==> src/rtl/shift_seq_pkg.sv <==
// Shared types for the shift-register chain sequencer: slice op codes,
// command kinds and controller states.
package shift_seq_pkg;

  // Slice op pair {op1,op2}; names say which end-fill input enters the chain.
  typedef enum logic [1:0] {
    SR_LOAD  = 2'b00,
    SR_SHFT3 = 2'b01,
    SR_SHFT0 = 2'b10,
    SR_HOLD  = 2'b11
  } sr_op_t;

  typedef enum logic [1:0] {
    CMD_LOAD = 2'b00,
    CMD_SHL  = 2'b01,
    CMD_SHR  = 2'b10,
    CMD_NOP  = 2'b11
  } cmd_kind_t;

  typedef enum logic [1:0] {
    ST_IDLE,
    ST_LOAD,
    ST_SHIFT,
    ST_DONE
  } state_t;

endpackage

==> src/rtl/shift_seq_ctl.sv <==
// Sequencer driving the shared op pair and end-fill bits of a shift-register
// slice chain. Optional whole-chain rotate enabled by SHIFT_SEQ_ROTATE_EN.
module shift_seq_ctl
  import shift_seq_pkg::*;
#(
  parameter int CNTW = 6
) (
  input  logic            clk,
  input  logic            rst,
  input  logic            cmd_valid,
  output logic            cmd_ready,
  input  logic [1:0]      cmd_kind,
  input  logic [CNTW-1:0] cmd_count,
  input  logic            cmd_fill,
`ifdef SHIFT_SEQ_ROTATE_EN
  input  logic            cmd_rot,
  input  logic            sr_q0_fb,
  input  logic            sr_q3_fb,
`endif
  input  logic            abort,
  output logic            sr_op1,
  output logic            sr_op2,
  output logic            sr_shft0in,
  output logic            sr_shft3in,
  output logic            busy,
  output logic            done
);

  state_t          state_q, state_d;
  logic [CNTW-1:0] cnt_q, cnt_d;
  logic            shl_q, shl_d;
  logic            fill_q, fill_d;
  logic            accept;
  logic            fill_to_q3_end;
  logic            fill_to_q0_end;
  cmd_kind_t       kind;
  sr_op_t          op;

  assign kind   = cmd_kind_t'(cmd_kind);
  assign accept = cmd_valid && cmd_ready;

`ifdef SHIFT_SEQ_ROTATE_EN
  logic rot_q, rot_d;

  // Rotate closes the loop combinationally from the far end of the chain.
  assign fill_to_q3_end = rot_q ? sr_q0_fb : fill_q;
  assign fill_to_q0_end = rot_q ? sr_q3_fb : fill_q;
`else
  assign fill_to_q3_end = fill_q;
  assign fill_to_q0_end = fill_q;
`endif

  // NOTE: sequential state uses non-blocking assignments so every register
  // samples the pre-edge value of every other register.
  always_ff @(posedge clk or posedge rst) begin
    if (rst) begin
      state_q <= ST_IDLE;
      cnt_q   <= '0;
      shl_q   <= 1'b0;
      fill_q  <= 1'b0;
`ifdef SHIFT_SEQ_ROTATE_EN
      rot_q   <= 1'b0;
`endif
    end else begin
      state_q <= state_d;
      cnt_q   <= cnt_d;
      shl_q   <= shl_d;
      fill_q  <= fill_d;
`ifdef SHIFT_SEQ_ROTATE_EN
      rot_q   <= rot_d;
`endif
    end
  end

  // NOTE: every combinational output gets a default before the case so no
  // path leaves it unassigned and no latch is inferred.
  always_comb begin
    state_d = state_q;
    cnt_d   = cnt_q;
    shl_d   = shl_q;
    fill_d  = fill_q;
`ifdef SHIFT_SEQ_ROTATE_EN
    rot_d   = rot_q;
`endif
    unique case (state_q)
      ST_IDLE: begin
        if (accept) begin
          cnt_d  = cmd_count;
          shl_d  = (kind == CMD_SHL);
          fill_d = cmd_fill;
`ifdef SHIFT_SEQ_ROTATE_EN
          rot_d  = cmd_rot;
`endif
          unique case (kind)
            CMD_LOAD: state_d = ST_LOAD;
            CMD_SHL,
            CMD_SHR:  state_d = (cmd_count != '0) ? ST_SHIFT : ST_DONE;
            default:  state_d = ST_DONE;
          endcase
        end
      end
      ST_LOAD: begin
        state_d = abort ? ST_IDLE : ST_DONE;
      end
      ST_SHIFT: begin
        // The shift shown in this cycle lands at the closing edge, so count 1 is the last one.
        cnt_d = cnt_q - CNTW'(1);
        if (abort) begin
          state_d = ST_IDLE;
        end else if (cnt_q == CNTW'(1)) begin
          state_d = ST_DONE;
        end
      end
      ST_DONE: begin
        state_d = ST_IDLE;
      end
      default: begin
        state_d = ST_IDLE;
      end
    endcase
  end

  always_comb begin
    op         = SR_HOLD;
    sr_shft0in = 1'b0;
    sr_shft3in = 1'b0;
    busy       = 1'b0;
    done       = 1'b0;
    cmd_ready  = 1'b0;
    unique case (state_q)
      ST_IDLE: begin
        cmd_ready = !abort && !rst;
      end
      ST_LOAD: begin
        op   = SR_LOAD;
        busy = 1'b1;
      end
      ST_SHIFT: begin
        busy = 1'b1;
        if (shl_q) begin
          op         = SR_SHFT3;
          sr_shft3in = fill_to_q3_end;
        end else begin
          op         = SR_SHFT0;
          sr_shft0in = fill_to_q0_end;
        end
      end
      ST_DONE: begin
        done = 1'b1;
      end
      default: begin
        op = SR_HOLD;
      end
    endcase
  end

  assign {sr_op1, sr_op2} = op;

endmodule

==> config.mk <==
export PLATFORM = sky130hd
export DESIGN_NAME = shift_seq_ctl
export DESIGN_NICKNAME = d
export VERILOG_FILES = /design/src/rtl/shift_seq_pkg.sv /design/src/rtl/shift_seq_ctl.sv
export SDC_FILE = /design/constraint.sdc
export NUM_CORES = 1
export LEC_CHECK = 0
export CAP_MARGIN = 20
export CORE_MARGIN = 4
export CORE_UTILIZATION = 45
export CTS_CLUSTER_SIZE = 28
export DETAILED_ROUTE_END_ITERATION = 10
export GPL_TIMING_DRIVEN = 0
export PLACE_DENSITY = 0.75
export REMOVE_ABC_BUFFERS = 1
export SETUP_SLACK_MARGIN = 0.15
export SYNTH_ARGS = -nofsm -noshare
export SYNTH_HDL_FRONTEND = slang
export SYNTH_SLANG_ARGS = --single-unit
export TNS_END_PERCENT = 5
==> constraint.sdc <==
create_clock -name clk -period 2.9 [get_ports clk]
set_input_delay 0.87 -clock clk [delete_from_list [all_inputs] [get_ports clk]]
set_output_delay 0.87 -clock clk [all_outputs]
set_load 0.03 [all_outputs]
==> summary.md <==
| Metric | Value |
|---|---|
| Status | `complete, no violations` |
| Sequential fraction of the synthesis area | `29.94%` |
| Asr flop ratio synth | `100.0%` |
| Initial antenna violation count | `0` |
| Number of global-route vias before repair | `650` |
| Starting Density | `47.89%` |
| TritonCTS clock tree | `yes` |
| Die area | `0.002611 sq mm` |
| Crit path to | `busy` |
| Primary FF master, synth | `dfrtp_1` |
| Longest Clk Path Bufs | `2` |
| Worst Skew | `0.002165 ns` |
| Root Buffer Master | `clkbuf_4` |
| Most frequent cells in the layout | `clkdlybuf4s50_1 (14), ha_1 (10), dfrtp_1 (10), inv_1 (9)` |
| Layout area overhead | `28.89%` |
| Vias | `704` |
| Req. time, crit path | `2.03 ns` |
| Cell count after synthesis | `89` |
| Pwr dens | `997.1 mW/mm^2` |
| Hold_sp | `cnt_q[5]$_DFFE_PP0P_` |
| Via density | `5.293` |
| Layout Nets | `134` |
| Synth Cell Area | `835.8 sq um` |
| P_leak | `0.0005116 uW` |
| GR Util All Layers | `14.87%` |
| Reg2Reg Depth | `6` |
| Critical-path cell list | `inv_1 > ha_1 > clkdlybuf4s50_1` |
| TritonCTS Buffers | `3` |
| Final HPWL DP | `1286 um` |
| Port Buf Inserts | `19` |
| H-tree depth | `1` |
| Crit path launch type | `register` |
| Largest net degree at the start of global routing | `22` |
| Reg2reg end | `cnt_q[2]$_DFFE_PP0P_` |
| Setup Viol. Count Final | `0` |
| Wire length per cell | `12.57 um` |
| Post-DRT Antenna Nets | `0` |
| Most common cell after layout, fill and taps aside | `clkdlybuf4s50_1` |
| Worst-Margin Slew | `0.5035 ns` |
| IO Pins | `20` |
| Final Instance Area | `0.001077 sq mm` |
| Reg-to-Reg Start | `state_q[0]$_DFFE_PP0P_` |
| Height of the die | `51.10 um` |
| Die width | `51.10 um` |
| Buffer count from post-CTS setup fixing | `0` |
| First-pass GRT wire length | `2898 um` |
| CP max FO | `4` |
| Max Slew Vio Count | `0` |
| DRC viols | `0` |
| Clock-pin slew on the worst setup and hold paths | `0.07 ns` |
| Max-cap violations | `0` |
| #FFs+latches synth | `10` |
| Setup Crit Path Kind | `reg -> out` |
| Placement Rows | `15` |
| Setup crit end kind | `output port` |
| Inserted Diodes | `0` |
| Slowest library cell on the worst path | `clkdlybuf4s50_1` |
| CTS sink count | `10` |
| Total gr overflow | `0` |
| Relative slew slack | `66.43%` |
| Layout Cells excl Fill | `133` |
| FMAX | `0.3776 GHz` |
| Post-synth EDFFs | `0` |
| Clock Latency Late Sink | `0.27 ns` |
| Syn_area_per_cell | `9.391 sq um` |
| Slowest stage delay, CP | `0.67 ns` |
| Synth unique cells | `34` |
| Ys Warns | `0` |
| Critical path startpoint | `state_q[1]$_DFFE_PP0P_` |
| Fin crit share | `91.33%` |
| Layout cell share with drive strength beyond 1 | `13.89%` |
| Post-Route WL | `1672 um` |
| Hold Path Class | `reg -> reg` |
| R2r setup slk | `0.99 ns` |
| Worst VDD drop | `465.9 uV` |
| Fin util | `61.72%` |
| Final min period | `2.649 ns` |
| Gpl congestion | `0.7833` |
| 1st-iter DRT viols | `6` |
| Dpl cells | `130` |
| # fillers | `154` |
| Area after DPL | `0.001041 sq mm` |
| RSZ-0062 raised after global routing | `false` |
| Core area | `0.001745 sq mm` |
| Crit path DAT | `1.78 ns` |
| TritonRoute pass-1 iters | `4` |
| Hold Vio Cnt, Final | `0` |
-- logic make-up after synthesis --
kind of cell,after synthesis,synth area share [%]
simple gates,30,21.56
compound gates,18,14.97
buf+inv,12,5.987
fa+ha+maj,11,16.47
flops,10,29.94
mux,8,11.08
-- how the worst min path moves through the flow --
stage	endpoint	cells past startpoint	slack, ns
floorplan	cnt_q[5]$_DFFE_PP0P_	1	0.47
global placement	cnt_q[5]$_DFFE_PP0P_	1	0.50
detailed placement	cnt_q[5]$_DFFE_PP0P_	1	0.50
CTS	cnt_q[5]$_DFFE_PP0P_	1	0.52
global route	cnt_q[5]$_DFFE_PP0P_	1	0.54
finish	cnt_q[5]$_DFFE_PP0P_	1	0.51
-- cells in the mapped netlist (2+ instances only) --
cell type,n,area (sq um)
o21ai_0,3,15.01
mux2i_1,4,40.04
nor2b_1,3,18.77
inv_1,9,33.78
nor2_1,6,22.52
dfrtp_1,10,250.2
mux2_2,2,22.52
mux2_4,2,30.03
nand2b_1,2,12.51
ha_1,11,137.6
nor3_1,4,20.02
nand2_1,6,22.52
a21oi_1,3,15.01
o31ai_1,2,15.01
a31oi_1,2,12.51
o22a_1,2,17.52
-- flip-flops by register name (all words and copies together) (netlist names) --
register,flops
fill_q,1
state_q,2
shl_q,1
cnt_q,6
-- final cells by class --
| cell class | count | area (sq um) | share of cell area, % |
|---|---|---|---|
| Multi-Input combinational cell | 67 | 548.0 | 50.87 |
| Tap cell | 25 | 31.28 | 2.904 |
| Clock buffer | 3 | 22.52 | 2.091 |
| Timing Repair Buffer | 19 | 191.4 | 17.77 |
| Sequential cell | 10 | 250.2 | 23.23 |
| Inverter | 9 | 33.78 | 3.136 |
-- report_power, final --
group | leakage (uW) | switching (uW) | internal, uW
registers | 0.000117 | 80.0 | 212
logic | 0.000381 | 362 | 323
clock network | 0.0000138 | 48.7 | 48.0
-- metal layers --
| layer | global-route usage, % | wire length [um] | vias to the layer above |
|---|---|---|---|
| li1 | - | - | 352 |
| met4 | 7.623 | 0 | 0 |
| met3 | 4.373 | 117 | 0 |
| met2 | 24.89 | 840 | 21 |
| met5 | 0 | 0 | - |
| met1 | 17.00 | 715 | 331 |
-- stage by stage --
stage | setup WS [ns] | total power [uW] | setup TNS, ns | hold WS [ns]
floorplan | 0.4066 | 785.9 | 0 | 0.4720
finish | 0.2514 | 1074 | 0 | 0.5126
global route | 0.1824 | 1176 | 0 | 0.5396
detailed placement | -0.1900 | 977.3 | -0.4183 | 0.4985
CTS | 0.01881 | 1087 | 0 | 0.5170
global placement | -0.1944 | 957.0 | -0.3089 | 0.4980
-- worst max-delay path, delay by kind of cell, from the launching register on --
| family | cells | cell delay, ns |
|---|---|---|
| buffers and inverters | 2 | 0.77 |
| DFF | 1 | 0.44 |
| adders and majority gates | 1 | 0.30 |
-- what timing repair did --
| item | in CTS | in global routing |
|---|---|---|
| hold buffers | 0 | 0 |
| endpoints found under the hold margin | 0 | 0 |
| gates resized for setup | 4 | 6 |
| endpoints found under the setup margin | 5 | 4 |
(Power assumes the default switching activity.)
